## config.mk

```make
export PLATFORM = sky130hd
export DESIGN_NAME = bus_disk_write_flat
export DESIGN_NICKNAME = d
export VERILOG_FILES = /design/src/rtl/bus_disk_write_if.sv /design/src/rtl/bus_disk_write.sv /design/src/flat_wrapper.sv
export SDC_FILE = /design/constraint.sdc
export NUM_CORES = 1
export LEC_CHECK = 0
export ABC_AREA = 1
export CAP_MARGIN = 20
export CORE_UTILIZATION = 45
export CTS_CLUSTER_DIAMETER = 100
export DETAILED_ROUTE_END_ITERATION = 8
export PLACE_DENSITY = 0.71
export SYNTH_ARGS = -nofsm -noshare
export SYNTH_HDL_FRONTEND = slang
export SYNTH_SLANG_ARGS = --single-unit
```

## constraint.sdc

```tcl
create_clock -name clock -period 2.4 [get_ports clock]
set_input_delay 0.36 -clock clock [delete_from_list [all_inputs] [get_ports clock]]
set_output_delay 0.36 -clock clock [all_outputs]
set_load 0.03 [all_outputs]
```

## src/rtl/bus_disk_write_if.sv

```systemverilog
// Drive-bus write pins plus the SDRAM buswrite port of bus_disk_write.
// slave = the deserializer, master = whatever drives the bus and consumes writes.
interface bus_disk_write_if;
  logic        BUS_WR_GATE_L;
  logic        BUS_WR_DATA_CLK_L;
  logic        Selected_Ready;
  logic        clkenbl_sector;
  logic        load_address_buswrite;
  logic        dram_write_enbl_buswrite;
  logic [15:0] dram_writedata_buswrite;
  logic        write_indicator;
  logic        write_overrun;

  modport slave (
    input  BUS_WR_GATE_L, BUS_WR_DATA_CLK_L, Selected_Ready, clkenbl_sector,
    output load_address_buswrite, dram_write_enbl_buswrite, dram_writedata_buswrite,
    output write_indicator, write_overrun
  );

  modport master (
    output BUS_WR_GATE_L, BUS_WR_DATA_CLK_L, Selected_Ready, clkenbl_sector,
    input  load_address_buswrite, dram_write_enbl_buswrite, dram_writedata_buswrite,
    input  write_indicator, write_overrun
  );
endinterface

```

## src/rtl/bus_disk_write.sv

```systemverilog
// Deserializes the bus clock+data write stream into 16-bit SDRAM words while
// write gate is active, one strobe per word, partial words flushed at the end.
module bus_disk_write #(
  parameter int DATA_WINDOW      = 41,
  parameter int LOST_CLK         = 100,
  parameter int WORDS_PER_SECTOR = 321
) (
  input logic             clock,
  input logic             reset,
  bus_disk_write_if.slave bus
);
  // state    | meaning
  // IDLE     | waiting for gate to rise
  // PREAMBLE | discarding 0 cells until the sync 1
  // DATA     | shifting bits MSB first, write on every 16th
  // FLUSH    | write any partial word, then back to IDLE
  typedef enum logic [1:0] {IDLE, PREAMBLE, DATA, FLUSH} state_t;

  localparam int WIN_W  = $clog2(DATA_WINDOW);
  localparam int LOST_W = $clog2(LOST_CLK);
  localparam int WC_W   = $clog2(WORDS_PER_SECTOR + 1);
  localparam logic [WIN_W-1:0]  WIN_LOAD  = WIN_W'(DATA_WINDOW - 1);
  localparam logic [LOST_W-1:0] LOST_LOAD = LOST_W'(LOST_CLK - 1);
  localparam logic [WC_W-1:0]   WC_MAX    = WC_W'(WORDS_PER_SECTOR);

  state_t            state_q, state_d;
  logic              gate_s1_q, gate_s1_d, gate_s2_q, gate_s2_d, gate_prev_q, gate_prev_d;
  logic              dclk_s1_q, dclk_s1_d, dclk_s2_q, dclk_s2_d, dclk_s3_q, dclk_s3_d;
  logic              have_clk_q, have_clk_d;
  logic [WIN_W-1:0]  win_q, win_d;
  logic [LOST_W-1:0] lost_q, lost_d;
  logic [15:0]       shift_q, shift_d;
  logic [3:0]        bit_cnt_q, bit_cnt_d;
  logic [WC_W-1:0]   word_cnt_q, word_cnt_d;
  logic              load_q, load_d, stb_q, stb_d, ind_q, ind_d, over_q, over_d;
  logic [15:0]       data_q, data_d;

  logic        gate, pulse, active, bit_valid, bit_val, lost_out, exit_req, word_done;
  logic [15:0] word;
  logic [4:0]  pad;

  always_comb begin
    state_d     = state_q;
    gate_s1_d   = bus.BUS_WR_GATE_L;
    gate_s2_d   = gate_s1_q;
    dclk_s1_d   = bus.BUS_WR_DATA_CLK_L;
    dclk_s2_d   = dclk_s1_q;
    dclk_s3_d   = dclk_s2_q;
    have_clk_d  = have_clk_q;
    win_d       = win_q;
    lost_d      = lost_q;
    shift_d     = shift_q;
    bit_cnt_d   = bit_cnt_q;
    word_cnt_d  = word_cnt_q;
    load_d      = 1'b0;
    stb_d       = 1'b0;
    over_d      = over_q;
    data_d      = data_q;
    bit_valid   = 1'b0;
    bit_val     = 1'b0;
    lost_out    = 1'b0;
    word_done   = 1'b0;
    word        = 16'h0000;
    pad         = 5'd16 - {1'b0, bit_cnt_q};

    gate        = ~gate_s2_q & bus.Selected_Ready;
    gate_prev_d = gate;
    pulse       = dclk_s3_q & ~dclk_s2_q;
    active      = (state_q == PREAMBLE) || (state_q == DATA);

    // Window timer: after a clock pulse, a pulse before expiry is a 1, expiry is a 0.
    // A pulse landing exactly on expiry resolves a 0 and opens the next cell.
    if (active) begin
      if (have_clk_q) begin
        if (pulse && win_q != '0) begin
          bit_valid  = 1'b1;
          bit_val    = 1'b1;
          have_clk_d = 1'b0;
        end else if (win_q == '0) begin
          bit_valid  = 1'b1;
          have_clk_d = pulse;
          win_d      = WIN_LOAD;
        end else begin
          win_d = win_q - 1'b1;
        end
      end else if (pulse) begin
        have_clk_d = 1'b1;
        win_d      = WIN_LOAD;
      end

      if (pulse) lost_d = LOST_LOAD;
      else if (lost_q != '0) lost_d = lost_q - 1'b1;
      else lost_out = 1'b1;
    end else begin
      have_clk_d = 1'b0;
      win_d      = '0;
    end

    exit_req = ~gate | lost_out | bus.clkenbl_sector;

    case (state_q)
      IDLE: begin
        if (gate && !gate_prev_q) begin
          load_d     = 1'b1;
          word_cnt_d = '0;
          over_d     = 1'b0;
          bit_cnt_d  = '0;
          shift_d    = '0;
          lost_d     = LOST_LOAD;
          state_d    = PREAMBLE;
        end
      end
      PREAMBLE: begin
        if (bit_valid && bit_val) state_d = DATA;
        if (exit_req) state_d = FLUSH;
      end
      DATA: begin
        // A bit resolving together with an exit is still counted before FLUSH.
        if (bit_valid) begin
          shift_d   = {shift_q[14:0], bit_val};
          bit_cnt_d = bit_cnt_q + 1'b1;
          if (bit_cnt_q == 4'd15) begin
            word_done = 1'b1;
            word      = {shift_q[14:0], bit_val};
          end
        end
        if (exit_req) state_d = FLUSH;
      end
      FLUSH: begin
        if (bit_cnt_q != '0) begin
          word_done = 1'b1;
          word      = shift_q << pad;
        end
        bit_cnt_d = '0;
        state_d   = IDLE;
      end
      default: state_d = IDLE;
    endcase

    if (word_done) begin
      if (word_cnt_q != WC_MAX) begin
        stb_d      = 1'b1;
        data_d     = word;
        word_cnt_d = word_cnt_q + 1'b1;
      end else begin
        over_d = 1'b1;
      end
    end

    ind_d = (state_d != IDLE);
  end

  always_ff @(posedge clock) begin
    if (reset) begin
      state_q     <= IDLE;
      gate_s1_q   <= 1'b1;
      gate_s2_q   <= 1'b1;
      gate_prev_q <= 1'b0;
      dclk_s1_q   <= 1'b1;
      dclk_s2_q   <= 1'b1;
      dclk_s3_q   <= 1'b1;
      have_clk_q  <= 1'b0;
      win_q       <= '0;
      lost_q      <= '0;
      shift_q     <= '0;
      bit_cnt_q   <= '0;
      word_cnt_q  <= '0;
      load_q      <= 1'b0;
      stb_q       <= 1'b0;
      ind_q       <= 1'b0;
      over_q      <= 1'b0;
      data_q      <= '0;
    end else begin
      state_q     <= state_d;
      gate_s1_q   <= gate_s1_d;
      gate_s2_q   <= gate_s2_d;
      gate_prev_q <= gate_prev_d;
      dclk_s1_q   <= dclk_s1_d;
      dclk_s2_q   <= dclk_s2_d;
      dclk_s3_q   <= dclk_s3_d;
      have_clk_q  <= have_clk_d;
      win_q       <= win_d;
      lost_q      <= lost_d;
      shift_q     <= shift_d;
      bit_cnt_q   <= bit_cnt_d;
      word_cnt_q  <= word_cnt_d;
      load_q      <= load_d;
      stb_q       <= stb_d;
      ind_q       <= ind_d;
      over_q      <= over_d;
      data_q      <= data_d;
    end
  end

  assign bus.load_address_buswrite    = load_q;
  assign bus.dram_write_enbl_buswrite = stb_q;
  assign bus.dram_writedata_buswrite  = data_q;
  assign bus.write_indicator          = ind_q;
  assign bus.write_overrun            = over_q;
endmodule

```

## src/flat_wrapper.sv

```systemverilog
// flat-port wrapper written by rule: the top's interface ports become plain ports
module bus_disk_write_flat 
#(
  parameter int DATA_WINDOW      = 41,
  parameter int LOST_CLK         = 100,
  parameter int WORDS_PER_SECTOR = 321
)
  (clock, reset, bus_BUS_WR_GATE_L, bus_BUS_WR_DATA_CLK_L, bus_Selected_Ready, bus_clkenbl_sector, bus_load_address_buswrite, bus_dram_write_enbl_buswrite, bus_dram_writedata_buswrite, bus_write_indicator, bus_write_overrun);
  bus_disk_write_if bus_i ();
  input logic clock;
  input logic reset;
  input wire logic [$bits(bus_i.BUS_WR_GATE_L)-1:0] bus_BUS_WR_GATE_L;
  input wire logic [$bits(bus_i.BUS_WR_DATA_CLK_L)-1:0] bus_BUS_WR_DATA_CLK_L;
  input wire logic [$bits(bus_i.Selected_Ready)-1:0] bus_Selected_Ready;
  input wire logic [$bits(bus_i.clkenbl_sector)-1:0] bus_clkenbl_sector;
  output wire logic [$bits(bus_i.load_address_buswrite)-1:0] bus_load_address_buswrite;
  output wire logic [$bits(bus_i.dram_write_enbl_buswrite)-1:0] bus_dram_write_enbl_buswrite;
  output wire logic [$bits(bus_i.dram_writedata_buswrite)-1:0] bus_dram_writedata_buswrite;
  output wire logic [$bits(bus_i.write_indicator)-1:0] bus_write_indicator;
  output wire logic [$bits(bus_i.write_overrun)-1:0] bus_write_overrun;
  assign bus_i.BUS_WR_GATE_L = bus_BUS_WR_GATE_L;
  assign bus_i.BUS_WR_DATA_CLK_L = bus_BUS_WR_DATA_CLK_L;
  assign bus_i.Selected_Ready = bus_Selected_Ready;
  assign bus_i.clkenbl_sector = bus_clkenbl_sector;
  assign bus_load_address_buswrite = bus_i.load_address_buswrite;
  assign bus_dram_write_enbl_buswrite = bus_i.dram_write_enbl_buswrite;
  assign bus_dram_writedata_buswrite = bus_i.dram_writedata_buswrite;
  assign bus_write_indicator = bus_i.write_indicator;
  assign bus_write_overrun = bus_i.write_overrun;
  bus_disk_write #(.DATA_WINDOW(DATA_WINDOW), .LOST_CLK(LOST_CLK), .WORDS_PER_SECTOR(WORDS_PER_SECTOR)) u_core (.clock(clock), .reset(reset), .bus(bus_i));
endmodule
```

Word level (Yosys, flattened, before mapping)
Cells that the tools add are included.
{ "totals": {"register_bits": 71, "in_bits": 6, "wordCells": 115, "out_inout_bits": 20} }
{ "op_classes": {"shift": 1, "reduce_logical": 21, "n_mux": 52, "bitwise_logic": 10, "add_sub_neg": 5, "eq_ne": 8} }
{ "op_table": {"columns": ["operator", "n"], "rows": [
  ["$mux 16", 5],
  ["$pmux 16 s2", 2],
  ["$mux 9", 4],
  ["$mux 7", 5],
  ["$mux 6", 4],
  ["$mux 1", 23],
  ["$shl 16x5->16", 1],
  ["$pmux 4 s3", 1],
  ["$add 9x1->9 const B", 1],
  ["$ne 9x9->1 const B", 1],
  ["$mux 2", 4],
  ["$mux 4", 2],
  ["$pmux 2 s4", 1],
  ["$reduce_bool 7->1", 1],
  ["$sub 7x1->7 const B", 1],
  ["$logic_not 6->1", 1],
  ["$not 1->1", 6],
  ["$reduce_and 3->1", 2],
  ["$reduce_bool 2->1", 3],
  ["$reduce_bool 6->1", 1],
  ["$reduce_or 2->1", 3],
  ["$sub 6x1->6 const B", 1],
  ["$sub 5x4->5 const A", 1],
  ["$add 4x1->4 const B", 1],
  ["other kinds (15)", 22]
]} }

Depth between registers and ports, before layout
Gate-level depths: netlist of run 1.
{ "logic_depth": {"word_depth": 11, "mapped_depth": 17, "mapped_depth_nobuf": 16} }

Least setup slack after synthesis of run 1
Ideal clock, no wire load.
{ "synth_timing": {"kind": "reg-to-reg", "start": "reg u_core.bit_cnt_q[0]", "end": "reg u_core.data_q[8] (netlist: u_core.bus.dram_writedata_buswrite[8])", "setup_ns": 0.132, "path_slack_ns": 0.160, "n_path_buf": 5, "required_ns": 2.268, "path_stages_with_launch": 16, "period_less_slack_ns": 2.240, "t_arrival_ns": 2.107, "path_cell_list": "dfxtp_1 > buf_4 > inv_2 > buf_2 > buf_4 > ha_1 > buf_2 > inv_1 > clkbuf_1 > nand3_1 > nand2_1 > nand2_1 > nand3_1 > nand3_1 > nand2_1 > a21oi_1"} }
{ "synth_between": {"elab_chain_cells": 5, "elab_cells_between_ends": 13, "cone_classes": "add/sub: 1; eq/ne: 1; shift: 1; mux: 8; reduce/logical: 2"} }
{ "synth_rtl": {"columns": ["element", "line_no", "text"], "rows": [
  ["from (decl)", "bus_disk_write.sv:33", "logic [3:0] bit_cnt_q, bit_cnt_d;"],
  ["from (signal assigned)", "bus_disk_write.sv:185", "bit_cnt_q <= bit_cnt_d;"],
  ["branches (longest 5 deep; another with $sub 5x4->5)", null, null],
  ["to (signal assigned)", "bus_disk_write.sv:191", "data_q <= data_d;"],
  ["to (decl)", "bus_disk_write.sv:36", "logic [15:0] data_q, data_d;"]
]} }
Parallel ways; which one is timed is not known.
A chain may end at the register's enable or synchronous reset.

Worst setup path after layout of run 1
{ "layout_timing": {"start": "reg u_core.win_q[0]", "end": "reg u_core.word_cnt_q[4]"} }
{ "layout_between": {"elab_chain_cells": 8, "elab_cells_between_ends": 10, "cone_classes": "mux: 7; reduce/logical: 3"} }
{ "layout_rtl": {"columns": ["element", "line_no", "text"], "rows": [
  ["from (decl)", "bus_disk_write.sv:30", "logic [WIN_W-1:0] win_q, win_d;"],
  ["from (signal assigned)", "bus_disk_write.sv:182", "win_q <= win_d;"],
  ["$logic_not 6->1 or $reduce_bool 6->1 (tied branches)", "bus_disk_write.sv:79, bus_disk_write.sv:75", null],
  ["$mux 1 or $logic_and 1x1->1 (tied branches)", "bus_disk_write.sv:79, bus_disk_write.sv:75", null],
  ["$mux 1 (*)", "bus_disk_write.sv:75", "if (pulse && win_q != '0) begin"],
  ["$mux 1 (*)", "bus_disk_write.sv:74", "if (have_clk_q) begin"],
  ["$mux 1 (*)", "bus_disk_write.sv:73", "if (active) begin"],
  ["$mux 1 (*)", "bus_disk_write.sv:119", "if (bit_valid) begin"],
  ["$pmux 1 s2 (*)", "bus_disk_write.sv:101", "case (state_q)"],
  ["$mux 9 (*)", "bus_disk_write.sv:140", "if (word_done) begin"],
  ["to (signal assigned)", "bus_disk_write.sv:186", "word_cnt_q <= word_cnt_d;"],
  ["to (decl)", "bus_disk_write.sv:34", "logic [WC_W-1:0] word_cnt_q, word_cnt_d;"]
]} }
Mark *: on every way between the ends. The rest lies on a longest branch, timed or not.

==> results of run 1 <==
final timing paths:
| path | start | endpoint | slack, ns | cells after the start |
|---|---|---|---|---|
| worst max-delay path | u_core.win_q[0] | u_core.word_cnt_q[4] | 0.14 | 15 |
| worst min-delay path | u_core.gate_s1_q | u_core.gate_s2_q | 0.41 | 1 |
| worst max register to register | u_core.win_q[0] | u_core.word_cnt_q[4] | 0.14 | 15 |
| worst min register to register | u_core.gate_s1_q | u_core.gate_s2_q | 0.41 | 1 |
logic make-up after synthesis:
kind of cell	Yosys count
adder cells (fa/ha/maj)	13
AND/OR/NAND/NOR	372
flip-flops	71
AO/OA/AOI/OAI	79
XOR/XNOR	4
buffers and inverters	82
state kept, by name (all words and copies together) (netlist names), 2 cells and up:
register / cells
u_core.bit_cnt_q: 4
u_core.bus.dram_writedata_buswrite: 16
u_core.lost_q: 7
u_core.shift_q: 16
u_core.state_q: 2
u_core.win_q: 6
u_core.word_cnt_q: 9
metrics by stage:
step	TNS, ns	setup WS [ns]	hold slack, ns	std cells
6_report	0	0.135	0.414	755
5_1_grt	-0.0619	-0.0422	0.434	755
4_1_cts	0	0.0692	0.415	755
3_5_place_dp	0	0.0804	0.396	739
3_3_place_gp	0	0.146	0.396	739
2_1_floorplan	0	0.160	0.389	621
synthesized netlist by cell type, types with 2 or more instances:
cell type,instances,area [um^2]
clkbuf_1,11,41.3
a21oi_1,54,270
nor2_4,3,33.8
o21ai_0,10,50.1
nor2_1,43,161
o21ai_1,4,20.0
nor3_1,12,60.1
nor3_2,2,20.0
a31oi_1,2,12.5
or2_2,6,37.5
clkinv_1,2,7.51
o21ai_2,3,26.3
nand2_2,3,18.8
ha_1,13,163
nand4_1,3,18.8
xor2_1,4,35.0
buf_6,3,33.8
buf_4,4,30.0
nand2_4,2,22.5
nand3_1,93,465
buf_2,6,30.0
inv_1,54,203
nand2_1,203,762
dfxtp_1,71,1420
layout make-up:
type	instances	area (um^2)
Inverter	58	225
Clock buffer	10	128
Fill cell	860	4080
Clock inverter	6	109
Timing Repair Buffer	34	322
Multi-Input combinational cell	468	2260
Tap cell	108	135
Sequential cell	71	1420
metal layers:
| metal | routed length (um) | vias up | share of wire |
|---|---|---|---|
| li1 | - | 2054 | - |
| met1 | 4370 | 1827 | 0.45 |
| met2 | 4550 | 123 | 0.47 |
| met3 | 495 | 27 | 0.051 |
| met4 | 239 | 0 | 0.025 |
| met5 | 0 | - | 0 |
critical path, delay by kind of cell (launching register included):
family | cells | cell delay (ns)
buffers and inverters | 2 | 0.17
AO/OA/AOI/OAI | 1 | 0.06
adder cells (fa/ha/maj) | 2 | 0.42
flip-flops | 1 | 0.30
AND/OR/NAND/NOR | 10 | 1.23
layout by cell type, fill, tap and decap left out, drive strengths merged, types with 2 or more instances in the layout:
cell and instances:
or2 6, o21ai 17, nand4 3, nor2 46, nor3 14, xor2 4, clkdlybuf4s50 25, dfxtp 71
inv 56, clkinv 5, a31oi 2, ha 13, a21oi 55, nand2 208, bufinv 3, nand3 93
buf 9, clkbuf 10
report_power, final:
part,leakage (nW),switching [mW],total [mW],internal (mW)
registers,0.574,0.0102,1.20,1.19
clock network,0.120,0.447,1.14,0.689
logic,1.18,0.214,0.311,0.0973
total,1.88,0.671,2.65,1.98
==> flow_summary_export.csv, run 1 <==
group,metric,value,unit
worst_setup_path,crit_arrival,2.53,ns
cts,postCtsResizedCells,0,
layout,final_util,0.530,
worst_setup_path,crit_type,"reg2reg",
cts,post_cts_buffers,0,
global_route,grtUsageMet2,0.379,
synth,synthAdderAreaFrac,0.0405,
routing,vias_per_cell,5.34,
synth,synth.avg_cell_area,6.47,um^2
die,fp.dieW,96.5,um
placement,portBuffers,25,
worst_setup_path,path_cells,"inv_1, ha_2, nand2_1, nor2_1, nand2_2, ha_1, inv_1, nand3_2, nor2_4, nand2_4, nand2_2, nand2_8, nor2_4, a21oi_1, nor3_1",
layout,n_antenna_cell,0,
global_route,grt_pass1_wl,16.0,mm
die,row_count,34,
worst_setup_path,cpPeakStageDelay,0.30,ns
layout,syn_to_final_growth,14.6,%
synth,synth_xor_xnor_area_share,0.00873,
cts,path_clk_slew,0.07,ns
synth,ys_seq_area_frac,0.354,
placement,place_congestion,0.912,
synth,synth.area.mux_share,0,
sta,relSlewSlack,0.576,
global_route,top_usage_layer,"met2",
outcome,status,"completed",
synth,ys_types,34,
sta,final-setup-viol-count,0,
routing,wl,9.66,mm
worst_setup_path,critPathMaxFanout,11,
routing,firstDrtPassIters,6,
worst_setup_path,worstSetupStartpointType,"flip-flop",
power_and_ir_drop,p_per_area,576,mW/mm^2
cts,root_buffer,"clkbuf_8",
min_path,worstHoldPathType,"reg2reg",
worst_setup_path,slowest_stage,"dfxtp_1",
global_route,use_met1,0.265,
synth,synth_ff_type,"dfxtp_1",
sta,slew_violations,0,
layout,stdcell_area,0.00460,mm^2
die,ios,26,
routing,dr_total_vias,4031,
cts,cts_hold_buf,0,
cts,clkSinkCount,71,
sta,period_needed,2.26,ns
worst_setup_path,worstSetupEndpointType,"flip-flop",
synth,synth_compound_area_frac,0.107,
synth,synth_top_family_by_area,"simple AND/OR/NAND/NOR gates",
synth,syn_area,0.00402,mm^2
synth,yosysWarnings,0,
sta,hold_viol,0,
global_route,grt_max_degree,47,
die,die_y,96.5,um
layout,nets,661,
sta,skew,0.0113,ns
routing,wl_per_cell,12.8,um
die,dieArea,0.00930,mm^2
routing,drc,0,
die,core_area,0.00868,mm^2
synth,synth-async-reset-ratio,0,
cts,cts_tree,"done",
global_route,grt_usage,0.221,
global_route,overflow,0,
cts,cts_buffers,9,
synth,synth-edff-count,0,
global_route,grt_use_met3,0.0469,
synth,yosys.area_share.simple,0.402,
placement,dpl_cell_area,0.00433,mm^2
cts,clockBufferDepth,2,
sta,fin_crit_sh,0.944,
global_route,grt_antenna_before_repair,0,
sta,tightest_slew,0.636,ns
synth,synth-seq-cells,71,
worst_setup_path,worst_ep_required_time,2.67,ns
routing,initialDrtViolationCount,251,
global_route,first_global_vias,3644,
cts,clock_latency,0.35,ns
die,start_util,0.463,
synth,syn_inst,621,
routing,ant_nets,0,
flow_run,maxCapViolCount,0,
placement,dp_hpwl,6.94,mm
power_and_ir_drop,vdd_drop_max,304,uV
power_and_ir_drop,p_leak,1.88,nW
synth,syn_nets,640,
sta,timing.fmax,442,MHz
power_and_ir_drop,p_total,2.65,mW
layout,drive_above_1_share,0.0788,
cts,htreeDepth,3,
No activity file was read; power rests on OpenSTA's default activity.
==> run 2: changes to the inputs <==
Settings changed: CORE_ASPECT_RATIO set to 0.7.
==> run 2 against run 1 <==
Utilization is 2.6 points higher. Sequential power is essentially flat. Register-to-register slack gained 0.12 ns. Final area is 3.4% higher. Maximum frequency grew 5.5%.
==> flow_summary_export.csv, run 2 (synthesis gave the netlist of run 1 again) <==
group,metric,value,unit
routing,vias_per_cell,5.18,
outcome,status,"completed",
cts,clock_latency,0.34,ns
placement,dp.cells,752,
die,die_y,81.0,um
sta,relSlewSlack,0.565,
routing,wl,9.80,mm
sta,hold_viol,0,
routing,dr_total_vias,3982,
global_route,grt_usage,0.221,
die,start_util,0.470,
placement,portBuffers,25,
cts,clockBufferDepth,2,
placement,place_congestion,0.889,
global_route,grt_pass1_wl,16.1,mm
sta,tightest_slew,0.652,ns
sta,skew,0.00827,ns
flow_run,maxCapViolCount,0,
sta,finalSetupTns,0,ns
placement,dp_hpwl,7.09,mm
sta,period_needed,2.15,ns
die,fp.dieW,115,um
min_path,hold_depth,1,
global_route,grt_antenna_before_repair,0,
sta,final-setup-viol-count,0,
sta,fin_ws,0.253,ns
routing,drc,0,
worst_setup_path,r2r_cells,15,
routing,ant_nets,0,
power_and_ir_drop,vdd_drop_max,489,uV
power_and_ir_drop,p_total,3.03,mW
layout,final_common_cell,"nand2_1",
layout,fin_cells,769,
die,core_area,0.00855,mm^2
cts,clkSinkCount,71,
sta,rsz0062_at_grt,"no",
sta,slew_violations,0,
placement,place_ws,0.0667,ns
power_and_ir_drop,p_leak,1.94,nW
worst_setup_path,worstSetupStartpointType,"flip-flop",
routing,wl_per_cell,12.7,um
cts,path_clk_slew,0.06,ns
worst_setup_path,critPathMaxFanout,12,
worst_setup_path,worstSetupEndpointType,"flip-flop",
layout,final_cell_mix,"nand2_1, nand3_1, dfxtp_1",
die,row_count,28,
die,ios,26,
routing,firstDrtPassIters,5,
layout,syn_to_final_growth,18.5,%
layout,nets,663,
power_and_ir_drop,p_per_area,636,mW/mm^2
cts,cts_hold_buf,0,
cts,root_buffer,"clkbuf_16",
worst_setup_path,crit_type,"reg2reg",
global_route,first_global_vias,3554,
layout,drive_above_1_share,0.0863,
global_route,overflow,0,
worst_setup_path,worst_ep_required_time,2.67,ns
global_route,grt_max_degree,47,
sta,hold_ws,0.409,ns
min_path,worstHoldPathType,"reg2reg",
cts,cts_buffers,9,
cts,htreeDepth,3,
sta,timing.fmax,466,MHz
layout,n_antenna_cell,0,
worst_setup_path,crit_arrival,2.42,ns
cts,cts_tree,"done",
routing,initialDrtViolationCount,358,
die,dieArea,0.00931,mm^2
sta,fin_crit_sh,0.895,
==> run 2: cell count changes in the layout (fill, tap and decap cells not counted), sizes merged <==
cell	before	now
clkbuf	10	12
clkinvlp	0	1
clkinv	5	4
bufinv	3	2
buf	9	10
==> run 2: worst paths after layout <==
check                                 startpoint              endpoint  slack (ns)
worst max register to register   u_core.win_q[1]  u_core.word_cnt_q[1]        0.25
worst max-delay path             u_core.win_q[1]  u_core.word_cnt_q[1]        0.25
worst min register to register  u_core.gate_s1_q      u_core.gate_s2_q        0.41
worst min-delay path            u_core.gate_s1_q      u_core.gate_s2_q        0.41
==> run 2: area by class of cell <==
| class | instances | area [um^2] |
|---|---|---|
| fill | 845 | 3790 |
| multi-input combinational | 468 | 2280 |
| sequential | 71 | 1420 |
| timing repair buffer | 35 | 329 |
| clock buffer | 12 | 267 |
| inverter | 58 | 230 |
| tap | 120 | 150 |
| clock inverter | 4 | 76.3 |
| timing repair inverter | 1 | 8.76 |
==> run 2: repair_timing <==
action,CTS,global route
resized for setup,0,13
buffers inserted,0,0
setup endpoints to repair,0,29
==> run 2: where the power goes <==
group / internal (mW) / total (mW) / switching (mW)
Clock: 0.996 / 1.51 / 0.516
Sequential: 1.19 / 1.20 / 0.0108
Combinational: 0.0972 / 0.311 / 0.214
Total: 2.29 / 3.03 / 0.741
==> run 2: per-stage QoR <==
stage	cell area [um^2]	util
after CTS	4700	0.550
after floorplan	4020	-
after global routing	4760	0.557
after detailed placement	4360	0.510
final	4760	0.557
after global placement	4360	0.510
==> run 2: metal layers <==
metal	vias up	track usage	routed length (um)
met1	1812	0.292	4830
met5	-	0	0
met2	102	0.355	4380
met4	0	0.0779	133
li1	2054	-	-
met3	14	0.0500	455
==> run 2: critical path, cell delays in order, from the launching register on <==
cell	delay [ns]
dfxtp_1	0.31
inv_1	0.09
ha_4	0.15
nand2_1	0.06
nor2_2	0.11
nand2_2	0.09
ha_1	0.19
inv_1	0.06
nand3_2	0.11
nor2_4	0.17
nand2_4	0.07
nand2_2	0.13
nand2_8	0.13
nor2_4	0.20
inv_1	0.08
o21ai_1	0.11
